## config.mk

```make
export PLATFORM = sky130hd
export DESIGN_NAME = watch_ctrl_flat
export DESIGN_NICKNAME = d
export VERILOG_FILES = /design/src/rtl/watch_ctrl_if.sv /design/src/rtl/watch_ctrl.sv /design/src/flat_wrapper.sv
export SDC_FILE = /design/constraint.sdc
export NUM_CORES = 1
export LEC_CHECK = 0
export CELL_PAD_IN_SITES_DETAIL_PLACEMENT = 1
export CELL_PAD_IN_SITES_GLOBAL_PLACEMENT = 2
export CORE_ASPECT_RATIO = 0.7
export CORE_MARGIN = 5
export CORE_UTILIZATION = 38
export DETAILED_ROUTE_END_ITERATION = 12
export PLACE_DENSITY_LB_ADDON = 0.12
export SETUP_SLACK_MARGIN = 0.05
export SLEW_MARGIN = 10
export SYNTH_ARGS = -nofsm -noshare
export SYNTH_HDL_FRONTEND = slang
export SYNTH_SLANG_ARGS = --single-unit
```

## constraint.sdc

```tcl
create_clock -name clk_6mhz -period 2.8 [get_ports clk_6mhz]
set_clock_uncertainty 0.2 [all_clocks]
set_input_delay 0.7 -clock clk_6mhz [delete_from_list [all_inputs] [get_ports clk_6mhz]]
set_output_delay 0.7 -clock clk_6mhz [all_outputs]
set_load 0.01 [all_outputs]
```

## src/rtl/watch_ctrl_if.sv

```systemverilog
// Button inputs and time-counter controls of the watch front end.
interface watch_ctrl_if;
  logic       btn_mode;
  logic       btn_sel;
  logic       btn_up;
  logic       btn_down;
  logic       clock_en;
  logic [5:0] digit;
  logic       up;
  logic       down;
  logic       set_mode;

  modport master (
    output btn_mode, btn_sel, btn_up, btn_down,
    input  clock_en, digit, up, down, set_mode
  );

  modport slave (
    input  btn_mode, btn_sel, btn_up, btn_down,
    output clock_en, digit, up, down, set_mode
  );
endinterface

```

## src/rtl/watch_ctrl.sv

```systemverilog
// Watch front end: button sync/debounce, RUN/SET mode FSM, digit cursor,
// up/down adjust pulses with auto-repeat, and the 1 Hz count enable.
module watch_ctrl #(
  parameter int DB_CYCLES     = 60000,
  parameter int TICK_DIV      = 6000000,
  parameter int REPEAT_DELAY  = 3000000,
  parameter int REPEAT_PERIOD = 1200000
) (
  input  logic         clk_6mhz,
  input  logic         rst_n,
  watch_ctrl_if.slave  bus
);

  localparam int NB   = 4;
  localparam int BM   = 0;  // mode
  localparam int BS   = 1;  // digit select
  localparam int BU   = 2;  // up
  localparam int BD   = 3;  // down
  localparam int DBW  = $clog2(DB_CYCLES + 1);
  localparam int TW   = $clog2(TICK_DIV + 1);
  localparam int RMAX = (REPEAT_DELAY > REPEAT_PERIOD) ? REPEAT_DELAY : REPEAT_PERIOD;
  localparam int RW   = $clog2(RMAX + 1);

  localparam logic [DBW-1:0] DB_LAST   = DBW'(DB_CYCLES - 1);
  localparam logic [TW-1:0]  TICK_LAST = TW'(TICK_DIV - 1);
  localparam logic [RW-1:0]  DLY_LAST  = RW'(REPEAT_DELAY - 1);
  localparam logic [RW-1:0]  PER_LAST  = RW'(REPEAT_PERIOD - 1);

  typedef enum logic {S_RUN, S_SET} state_t;

  logic [NB-1:0]          w_raw;
  logic [NB-1:0]          r_sync1, r_sync2;
  logic [NB-1:0]          r_stable;
  logic [NB-1:0]          r_press;
  logic [NB-1:0][DBW-1:0] r_db_cnt;

  state_t          r_state;
  logic            r_clock_en, r_up, r_down, r_set_mode;
  logic [5:0]      r_digit;
  logic [TW-1:0]   r_pre;
  logic            r_rep_act;    // a held up/down is being tracked for repeat
  logic            r_rep_dir;    // 0 = up, 1 = down
  logic            r_rep_phase;  // 0 = waiting initial delay, 1 = periodic
  logic [RW-1:0]   r_rep_cnt;

  logic            w_both, w_held;
  logic [RW-1:0]   w_rep_lim;

  assign w_raw     = {bus.btn_down, bus.btn_up, bus.btn_sel, bus.btn_mode};
  assign w_both    = r_stable[BU] & r_stable[BD];
  assign w_held    = r_rep_dir ? r_stable[BD] : r_stable[BU];
  assign w_rep_lim = r_rep_phase ? PER_LAST : DLY_LAST;

  // Two-flop synchroniser for the asynchronous raw buttons
  always_ff @(posedge clk_6mhz) begin
    if (!rst_n) begin
      r_sync1 <= '0;
      r_sync2 <= '0;
    end else begin
      r_sync1 <= w_raw;
      r_sync2 <= r_sync1;
    end
  end

  // Debouncers: accept a new level after DB_CYCLES consecutive mismatched
  // samples; a rising accepted level yields a one-cycle press event
  always_ff @(posedge clk_6mhz) begin
    if (!rst_n) begin
      r_db_cnt <= '0;
      r_stable <= '0;
      r_press  <= '0;
    end else begin
      for (int i = 0; i < NB; i++) begin
        r_press[i] <= 1'b0;
        if (r_sync2[i] != r_stable[i]) begin
          if (r_db_cnt[i] == DB_LAST) begin
            r_stable[i] <= r_sync2[i];
            r_db_cnt[i] <= '0;
            r_press[i]  <= r_sync2[i];
          end else begin
            r_db_cnt[i] <= r_db_cnt[i] + DBW'(1);
          end
        end else begin
          r_db_cnt[i] <= '0;
        end
      end
    end
  end

  // Mode FSM with cursor, adjust/repeat pulses and prescaler; mode press
  // wins over everything else, and the prescaler is parked at 0 in SET
  always_ff @(posedge clk_6mhz) begin
    if (!rst_n) begin
      r_state     <= S_RUN;
      r_set_mode  <= 1'b0;
      r_digit     <= '0;
      r_clock_en  <= 1'b0;
      r_up        <= 1'b0;
      r_down      <= 1'b0;
      r_pre       <= '0;
      r_rep_act   <= 1'b0;
      r_rep_dir   <= 1'b0;
      r_rep_phase <= 1'b0;
      r_rep_cnt   <= '0;
    end else begin
      r_up       <= 1'b0;
      r_down     <= 1'b0;
      r_clock_en <= 1'b0;
      if (r_press[BM]) begin
        r_rep_act <= 1'b0;
        r_pre     <= '0;
        if (r_state == S_RUN) begin
          r_state    <= S_SET;
          r_set_mode <= 1'b1;
          r_digit    <= 6'b000001;
        end else begin
          r_state    <= S_RUN;
          r_set_mode <= 1'b0;
          r_digit    <= '0;
        end
      end else if (r_state == S_RUN) begin
        if (r_pre == TICK_LAST) begin
          r_pre      <= '0;
          r_clock_en <= 1'b1;
        end else begin
          r_pre <= r_pre + TW'(1);
        end
      end else begin
        r_pre <= '0;
        if (r_press[BS])
          r_digit <= {r_digit[4:0], r_digit[5]};
        if (w_both) begin
          r_rep_act <= 1'b0;
        end else if (r_press[BU]) begin
          r_up        <= 1'b1;
          r_rep_act   <= 1'b1;
          r_rep_dir   <= 1'b0;
          r_rep_phase <= 1'b0;
          r_rep_cnt   <= '0;
        end else if (r_press[BD]) begin
          r_down      <= 1'b1;
          r_rep_act   <= 1'b1;
          r_rep_dir   <= 1'b1;
          r_rep_phase <= 1'b0;
          r_rep_cnt   <= '0;
        end else if (r_rep_act) begin
          if (!w_held) begin
            r_rep_act <= 1'b0;
          end else if (r_rep_cnt == w_rep_lim) begin
            r_up        <= ~r_rep_dir;
            r_down      <= r_rep_dir;
            r_rep_cnt   <= '0;
            r_rep_phase <= 1'b1;
          end else begin
            r_rep_cnt <= r_rep_cnt + RW'(1);
          end
        end
      end
    end
  end

  assign bus.clock_en = r_clock_en;
  assign bus.digit    = r_digit;
  assign bus.up       = r_up;
  assign bus.down     = r_down;
  assign bus.set_mode = r_set_mode;

endmodule
```

## src/flat_wrapper.sv

```systemverilog
// flat-port wrapper written by rule: the top's interface ports become plain ports
module watch_ctrl_flat 
#(
  parameter int DB_CYCLES     = 60000,
  parameter int TICK_DIV      = 6000000,
  parameter int REPEAT_DELAY  = 3000000,
  parameter int REPEAT_PERIOD = 1200000
)
  (clk_6mhz, rst_n, bus_btn_mode, bus_btn_sel, bus_btn_up, bus_btn_down, bus_clock_en, bus_digit, bus_up, bus_down, bus_set_mode);
  watch_ctrl_if bus_i ();
  input  logic clk_6mhz;
  input  logic rst_n;
  input wire logic [$bits(bus_i.btn_mode)-1:0] bus_btn_mode;
  input wire logic [$bits(bus_i.btn_sel)-1:0] bus_btn_sel;
  input wire logic [$bits(bus_i.btn_up)-1:0] bus_btn_up;
  input wire logic [$bits(bus_i.btn_down)-1:0] bus_btn_down;
  output wire logic [$bits(bus_i.clock_en)-1:0] bus_clock_en;
  output wire logic [$bits(bus_i.digit)-1:0] bus_digit;
  output wire logic [$bits(bus_i.up)-1:0] bus_up;
  output wire logic [$bits(bus_i.down)-1:0] bus_down;
  output wire logic [$bits(bus_i.set_mode)-1:0] bus_set_mode;
  assign bus_i.btn_mode = bus_btn_mode;
  assign bus_i.btn_sel = bus_btn_sel;
  assign bus_i.btn_up = bus_btn_up;
  assign bus_i.btn_down = bus_btn_down;
  assign bus_clock_en = bus_i.clock_en;
  assign bus_digit = bus_i.digit;
  assign bus_up = bus_i.up;
  assign bus_down = bus_i.down;
  assign bus_set_mode = bus_i.set_mode;
  watch_ctrl #(.DB_CYCLES(DB_CYCLES), .TICK_DIV(TICK_DIV), .REPEAT_DELAY(REPEAT_DELAY), .REPEAT_PERIOD(REPEAT_PERIOD)) u_core (.clk_6mhz(clk_6mhz), .rst_n(rst_n), .bus(bus_i));
endmodule
```

* Yosys cells after proc, flatten, opt, wreduce, memory -nomap -nowiden
Index checks and enable logic that the tools add are counted.
** Word-level totals
- Input port bits :: 6
- Register bits :: 138
- Output and inout port bits :: 10
- Logic and storage cells :: 111
** Operators by class
- $add $sub $neg :: 6
- Eq/ne operators :: 10
- Reductions and logical operators :: 27
- Bitwise gates (word level) :: 10
- Muxes and demuxes :: 34
** Operators with widths (number)
- $mux 22 :: 6
- $add 16x1->16 const B :: 4
- $eq 16x16->1 const B :: 4
- $mux 1 :: 25
- $add 23x1->23 const B :: 1
- $eq 23x23->1 const B :: 1
- $add 22x1->22 const B :: 1
- $eq 22x22->1 :: 1
- $mux 6 :: 3
- $reduce_or 3->1 :: 5
- $reduce_and 3->1 :: 4
- $reduce_and 2->1 :: 5
- $not 1->1 :: 9
- $reduce_bool 3->1 :: 3
- $reduce_or 4->1 :: 2
- $reduce_and 6->1 :: 1
- $reduce_bool 2->1 :: 3
- $reduce_and 5->1 :: 1
- $reduce_or 5->1 :: 1
- $ne 1x1->1 :: 4
- $reduce_and 4->1 :: 1
- $reduce_or 2->1 :: 1
- $and 1x1->1 :: 1

* Longest topological paths before layout
Gate-level depths: netlist of run 1.
- Depth after elaboration :: 7
- Mapped depth :: 7
- Depth with buffers taken out :: 6

* Least setup slack after synthesis of run 1
Ideal clock, no wire load.
- Path type :: register -> register
- Start :: reg u_core.r_rep_cnt[15]
- End :: reg u_core.r_rep_cnt[20]
- Buffers on the path :: 1
- Path slack :: 0.532 ns
- Setup time :: 0.125 ns
- Data required time :: 2.475 ns
- Clock period less this slack :: 2.268 ns
- Data arrival time :: 1.943 ns
- Cell stages (with the launch flop) :: 7
- Cell sequence :: dfxtp_1 -> or4b_1 -> or4_4 -> a211oi_2 -> a21o_2 -> buf_4 -> a21oi_1
** Between the ends
- Word-level cells in the longest chain between the ends :: 6
- Elaborated cells on any way between the ends :: 7
- Those cells by class :: add/sub: 1; eq/ne: 1; mux: 5
** RTL lines
- start, declared :: line watch_ctrl.sv:44 : logic [RW-1:0] r_rep_cnt;
- start signal, assigned :: line watch_ctrl.sv:155 : r_rep_cnt <= r_rep_cnt + RW'(1);
- $add 22x1->22 or $eq 22x22->1 (tied branches) :: line watch_ctrl.sv:155, watch_ctrl.sv:149
- $mux 22 (*) :: line watch_ctrl.sv:149 : end else if (r_rep_cnt == w_rep_lim) begin
- $mux 22 (*) :: line watch_ctrl.sv:147 : if (!w_held) begin
- $mux 22 (*) :: line watch_ctrl.sv:146 : end else if (r_rep_act) begin
- $mux 22 (*) :: line watch_ctrl.sv:140 : end else if (r_press[BD]) begin
- $mux 22 (*) :: line watch_ctrl.sv:134 : end else if (r_press[BU]) begin
Every way passes the cells marked *; elsewhere a longest branch is shown, timed or not. The select of a mux whose other input is x is not followed.
A chain may end at the register's enable or synchronous reset.

* Final worst setup path of run 1
- Start :: reg u_core.r_rep_cnt[15]
- End :: reg u_core.r_rep_cnt[4]
** Between the ends
- Word-level cells in the longest chain between the ends :: 6
** RTL lines (line)
- $eq 22x22->1 :: watch_ctrl.sv:149
- $mux 22 :: watch_ctrl.sv:149
- $mux 22 :: watch_ctrl.sv:147
- $mux 22 :: watch_ctrl.sv:146
- $mux 22 :: watch_ctrl.sv:140
- $mux 22 :: watch_ctrl.sv:134
No other way between the ends. The select of a mux whose other input is x is not followed.

==> results of run 1 <==
[final timing paths]
kind                                          start                                to  slack (ns)
hold / removal         u_core.r_sync1[2]$_SDFF_PN0_      u_core.r_sync2[2]$_SDFF_PN0_        0.23
setup reg to reg  u_core.r_rep_cnt[15]$_SDFFE_PN0P_  u_core.r_rep_cnt[4]$_SDFFE_PN0P_        0.22
hold reg to reg        u_core.r_sync1[2]$_SDFF_PN0_      u_core.r_sync2[2]$_SDFF_PN0_        0.23
setup / recovery  u_core.r_rep_cnt[15]$_SDFFE_PN0P_  u_core.r_rep_cnt[4]$_SDFFE_PN0P_        0.22
[layout by cell type, fill, tap and decap left out, types with 9 or more instances in the layout]
cell,Yosys,final
a21oi_1,19,19
and2_1,9,9
and3_1,22,22
buf_4,2,11
clkbuf_16,0,17
clkdlybuf4s50_1,0,15
dfxtp_1,138,138
inv_1,13,13
nand2_1,48,48
nand3_1,50,50
nand4_1,25,25
nor2_1,122,122
nor3_1,16,16
nor4_1,14,14
xnor2_1,40,40
xor2_1,52,52
[cells by family (layout without fill, tap and decap cells)]
family | after synthesis | after routing | synth area share [%]
buffers and inverters | 31 | 71 | 2.23
xor gates and xnor gates | 92 | 92 | 13.7
and+or+nand+nor | 358 | 358 | 30.8
adders and majority gates | 6 | 6 | 1.27
DFF | 138 | 138 | 46.9
muxes | 4 | 4 | 0.680
AOI/OAI and AO/OA | 41 | 41 | 4.46
[registers in the layout, indices dropped and copies added, names as in the netlist]
| signal | flops |
|---|---|
| u_core.r_stable | 4 |
| u_core.r_rep_act | 1 |
| u_core.r_rep_dir | 1 |
| u_core.r_pre | 23 |
| u_core.r_sync2 | 4 |
| u_core.r_rep_phase | 1 |
| u_core.bus.up | 1 |
| u_core.r_db_cnt | 64 |
| u_core.bus.digit | 6 |
| u_core.r_press | 4 |
| u_core.bus.clock_en | 1 |
| u_core.r_state | 1 |
| u_core.r_sync1 | 4 |
| u_core.bus.down | 1 |
| u_core.r_rep_cnt | 22 |
[cell type report]
class | instances | area, um^2
Fill cell | 1762 | 8390
Multi-Input combinational cell | 501 | 3000
Sequential cell | 138 | 2760
Clock buffer | 21 | 470
Timing Repair Buffer | 27 | 253
Tap cell | 200 | 250
Clock inverter | 10 | 189
Inverter | 13 | 48.8
[metal layers]
layer  global-route usage [%]  part of all wire, %
met5                        0                    0
met1                     21.0                   52
met2                     24.5                   44
met4                     5.33                  1.0
met3                     5.00                  3.1
[stage by stage]
stage	hold WS, ns	area, um^2	worst slack, ns	total power, mW	utilization [%]
finish	0.234	6970	0.224	4.54	45.4
global route	0.253	6970	0.112	4.71	45.4
CTS	0.235	6970	0.232	4.62	45.4
detailed placement	0.222	6310	0.238	2.09	41.1
global placement	0.214	6310	0.334	2.08	41.1
floorplan	0.212	5890	0.532	2.06	-
[report_power, final]
part	total, mW	switching (mW)	internal (mW)	leakage [nW]
Combinational	0.0587	0.0366	0.0222	0.894
Sequential	1.98	0.00700	1.97	1.11
Clock	2.50	0.854	1.65	0.320
Total	4.54	0.897	3.65	2.33
==> results_dict.tcl, run 1 <==
set metrics [dict create \
    clkTransAtPathRegs_ns 0.06 \
    setup_tns_ns 0 \
    wirelength_um 13700 \
    hold_viol_final 0 \
    slowest_delay_ns 0.53 \
    setup_viol 0 \
    post_cts_buffers 0 \
    grt_pass1_wl_um 23500 \
    nNetsFinal 710 \
    crit_type "reg -> reg" \
    grt_pass1_vias 4782 \
    ant_nets 0 \
    max_cap_violations 0 \
    leakage_nw 2.33 \
    period_needed_ns 2.58 \
    endpoint_kind "flop" \
    grt_max_degree 26 \
    drive_above_1_share_pct 7.75 \
    synthFlopType "dfxtp_1" \
    max_slew_margin_pct 57.7 \
    synth_most_common_cell "dfxtp_1" \
    syn_avg_cell_area_um2 8.79 \
    cts_sinks 138 \
    power.density_nw_per_um2 652 \
    synthCells 670 \
    cts.root.buffer_cell "clkbuf_16" \
    status "completed" \
    cts_made_buffers 17 \
    cts_resized 0 \
    crit_chain "or4b_1 -> or4_4 -> a211oi_2 -> a21o_2 -> nor2_1" \
    areaGrowthSynthToFinish_pct 18.3 \
    n_antenna_cell 0 \
    dieArea_um2 18100 \
    synth-seq-area-share_pct 46.9 \
    first_iter_violations 181 \
    io_buffers 15 \
    drt_first_pass_iters 4 \
    synth_top_area_share_pct 46.9 \
    worst_pin_slew_ns 0.633 \
    initial_core_util_pct 38.4 \
    synth_edf_count 0 \
    startpoint_type "flop" \
    cp_slowest_cell "or4b_1" \
    ios 16 \
    worst_path_dominant_cell_family "simple AND/OR/NAND/NOR gates" \
    finalCritPeriodShare_pct 92.0 \
    coreArea_um2 15400 \
    ir_worst_vdd_v 0.000427 \
    synth_warnings 0 \
    ctsHoldBuffers 0 \
    clockBufferDepth 2 \
    gr-usage-all-layers_pct 15.8 \
    critPathBufInv 0 \
    hold_depth 1 \
    cp.required_ns 2.89 \
    grt_overflow 0 \
    syn-cell-area_um2 5890 \
    num_rows 38 \
    crit_fanout 16 \
    htreeDepth 4 \
    syn-num-nets 682 \
    synth_area_leader_cell "dfxtp_1" \
    max_freq_ghz 0.388 \
    wl_per_cell_um 15.0 \
    r2r_cells 5 \
    cp_data_arrival_time_ns 2.67 \
    insertion_delay_ns 0.42 \
    fin_cells 910 \
    crit_cells 5 \
    ys_ff_latch 138 \
    hpwl_um 9570 \
    yosysUniqueCellTypes 47 \
    dp.cells 879 \
    report.final.slew_viol_count 0 \
    dieWidth_um 159 \
    async_flop_share_pct 0 \
    route.detailed.vias_per_inst 5.14 \
    antenna_found_initial 0 \
    dr_total_vias 4679 \
    synth_area_leaders "dfxtp_1 (47%), nor2_1 (7.8%), xor2_1 (7.7%), xnor2_1 (5.9%), nand3_1 (4.2%)" \
    die_h_um 114 \
    synthTopCellsByCount "dfxtp_1 (138), nor2_1 (122), xor2_1 (52), nand3_1 (50), nand2_1 (48)" \
    hold_path_class "reg -> reg" \
    drc 0 \
    rsz0062_at_grt "false" \
    place_congestion 0.794 \
    cts_tree "built" \
]
(Power assumes the default switching activity.)
==> run 2, diff against run 1 <==
Settings changed: CORE_UTILIZATION 38 to 35.
Clock period 2.8 ns to 2.28 ns, I/O delays scaled along.
==> run 2 against run 1 <==
The run now ends with negative setup slack left. Critical path depth up 1. Highest routed layer unchanged. Sequential share of layout area down 2.4 points. Register-to-register slack worse by 0.27 ns. Sequential power up 23%. Final cell count up 7.1%. Hold slack worse by 0.0013 ns. Clock power up 29%. Combinational power up 52%.
==> results_dict.tcl, run 2 (synthesis results as in run 1) <==
set metrics [dict create \
    cts_sinks 138 \
    hold_ws_ns 0.232 \
    first_iter_violations 200 \
    place_area_um2 6660 \
    dr_total_vias 4799 \
    crit_chain "or4b_4 -> or4_4 -> a2111oi_4 -> buf_4 -> a31oi_1 -> nor2_1" \
    clockBufferDepth 2 \
    insertion_delay_ns 0.42 \
    fin_cells 975 \
    place_congestion 0.753 \
    violations "negative setup slack" \
    cts_tree "built" \
    period_needed_ns 2.33 \
    cp_slowest_cell "or4b_4" \
    fillers 1911 \
    final_common_cell "dfxtp_1" \
    cp_data_arrival_time_ns 2.48 \
    endpoint_kind "flop" \
    hpwl_um 10300 \
    route.detailed.vias_per_inst 4.92 \
    grt_util_met2_pct 23.0 \
    htreeDepth 4 \
    gr-usage-all-layers_pct 15.3 \
    max_freq_ghz 0.430 \
    startpoint_type "flop" \
    cts_made_buffers 17 \
    reg.largest.list "u_core.r_db_cnt: 64 flops, u_core.r_pre: 23 flops, u_core.r_rep_cnt: 22 flops" \
    grt_overflow 0 \
    crit_type "reg -> reg" \
    nNetsFinal 749 \
    setup_tns_ns -0.150 \
    coreArea_um2 16400 \
    ant_nets 0 \
    wl_per_cell_um 14.7 \
    final_cell_mix "dfxtp_1 (137), nor2_1 (122), xor2_1 (52)" \
    ios 16 \
    max_cap_violations 0 \
    post_cts_buffers 0 \
    grt_pass1_wl_um 24500 \
    num_rows 39 \
    largest_reg_flops 64 \
    wirelength_um 14300 \
    top_register "u_core.r_db_cnt" \
    initial_core_util_pct 35.9 \
    cts.root.buffer_cell "clkbuf_16" \
    drc 0 \
    cp.required_ns 2.43 \
    grt_max_degree 22 \
    dieArea_um2 19600 \
    leakage_nw 2.58 \
    hold_viol_final 0 \
    n_antenna_cell 0 \
    antenna_found_initial 0 \
    drive_above_1_share_pct 13.6 \
    slowest_delay_ns 0.52 \
    clkTransAtPathRegs_ns 0.06 \
    areaGrowthSynthToFinish_pct 26.1 \
    drt_first_pass_iters 4 \
    busiest_layer "met2" \
    gr-usage-met3_pct 4.45 \
    power.density_nw_per_um2 774 \
    ir_worst_vdd_v 0.000386 \
    worst_pin_slew_ns 0.610 \
    hold_path_class "reg -> reg" \
    grt_pass1_vias 4946 \
    dieWidth_um 165 \
    max_slew_margin_pct 59.1 \
    finalCritPeriodShare_pct 102 \
    status "finished, violations left" \
    fin_area_um2 7430 \
    rsz0062_at_grt "true" \
    report.final.slew_viol_count 0 \
    globalRouteMet1Util_pct 22.0 \
    total_power_mw 5.75 \
    dp.cells 942 \
    setup_slack_ns -0.0469 \
    io_buffers 15 \
    setup_viol 8 \
    crit_fanout 3 \
    die_h_um 119 \
]
-- run 2: cell types whose count changed in the layout (fill, tap and decap cells not counted), moves of 2 or more --
| cell | change |
|---|---|
| buf_4 | +35 |
| buf_12 | +2 |
| clkinvlp_4 | +2 |
| nor4_1 | -2 |
-- run 2: report_power, final --
group / switching [mW] / leakage, nW / internal, mW
Clock: 1.06 / 0.329 / 2.17
Combinational: 0.0484 / 1.14 / 0.0410
Sequential: 0.00900 / 1.11 / 2.43
Total: 1.11 / 2.58 / 4.64
-- run 2: area by class of cell --
type	count	area, um^2	area share, %
Multi-Input combinational cell	501	3050	41.0
Sequential cell	138	2760	37.2
Timing Repair Buffer	66	591	7.95
Clock buffer	22	484	6.52
Tap cell	225	282	3.79
Clock inverter	10	211	2.85
Inverter	13	48.8	0.657
-- run 2: worst paths after layout --
kind                            depth (start not counted)                               from  slack, ns                            to
worst max-delay path                                    6  u_core.r_rep_cnt[15]$_SDFFE_PN0P_      -0.05      u_core.bus.up$_SDFF_PP0_
worst min register to register                          1       u_core.r_sync1[1]$_SDFF_PN0_       0.23  u_core.r_sync2[1]$_SDFF_PN0_
worst min-delay path                                    1       u_core.r_sync1[1]$_SDFF_PN0_       0.23  u_core.r_sync2[1]$_SDFF_PN0_
worst max register to register                          6  u_core.r_rep_cnt[15]$_SDFFE_PN0P_      -0.05      u_core.bus.up$_SDFF_PP0_
-- run 2: repair_timing --
item                                    4_1_cts  5_1_grt
endpoints found under the setup margin       18       45
pin swaps                                     4        4
cloned                                        0        1
hold buffers                                  0        0
resized for setup                             2       10
-- run 2: worst max-delay path: cells and delay by family, from the launching register on --
family / cells / cell delay (ns)
buf+inv: 1 / 0.21
flops: 1 / 0.31
compound gates: 2 / 0.47
simple gates: 3 / 1.08
-- run 2: stage by stage --
step / util, % / worst slack, ns
2_1_floorplan: - / 0.0459
3_5_place_dp: 40.6 / -0.0144
4_1_cts: 44.9 / -0.0243
3_3_place_gp: 40.6 / 0.0315
6_report: 45.3 / -0.0469
5_1_grt: 45.3 / -0.117
-- run 2: metal layers --
metal  vias to the layer above  wire [um]  share of wire (%)
met5                         -          0                  0
met1                      2306       7560                 53
met4                         0        125               0.87
met3                        10        431                3.0
li1                       2441          -                  -
met2                        42       6200                 43
==> run 3, diff against run 2 <==
Settings changed: CTS_CLUSTER_DIAMETER set to 100.
==> results of run 3 <==
Final layout, timing and power as in run 2 (identical DEF).
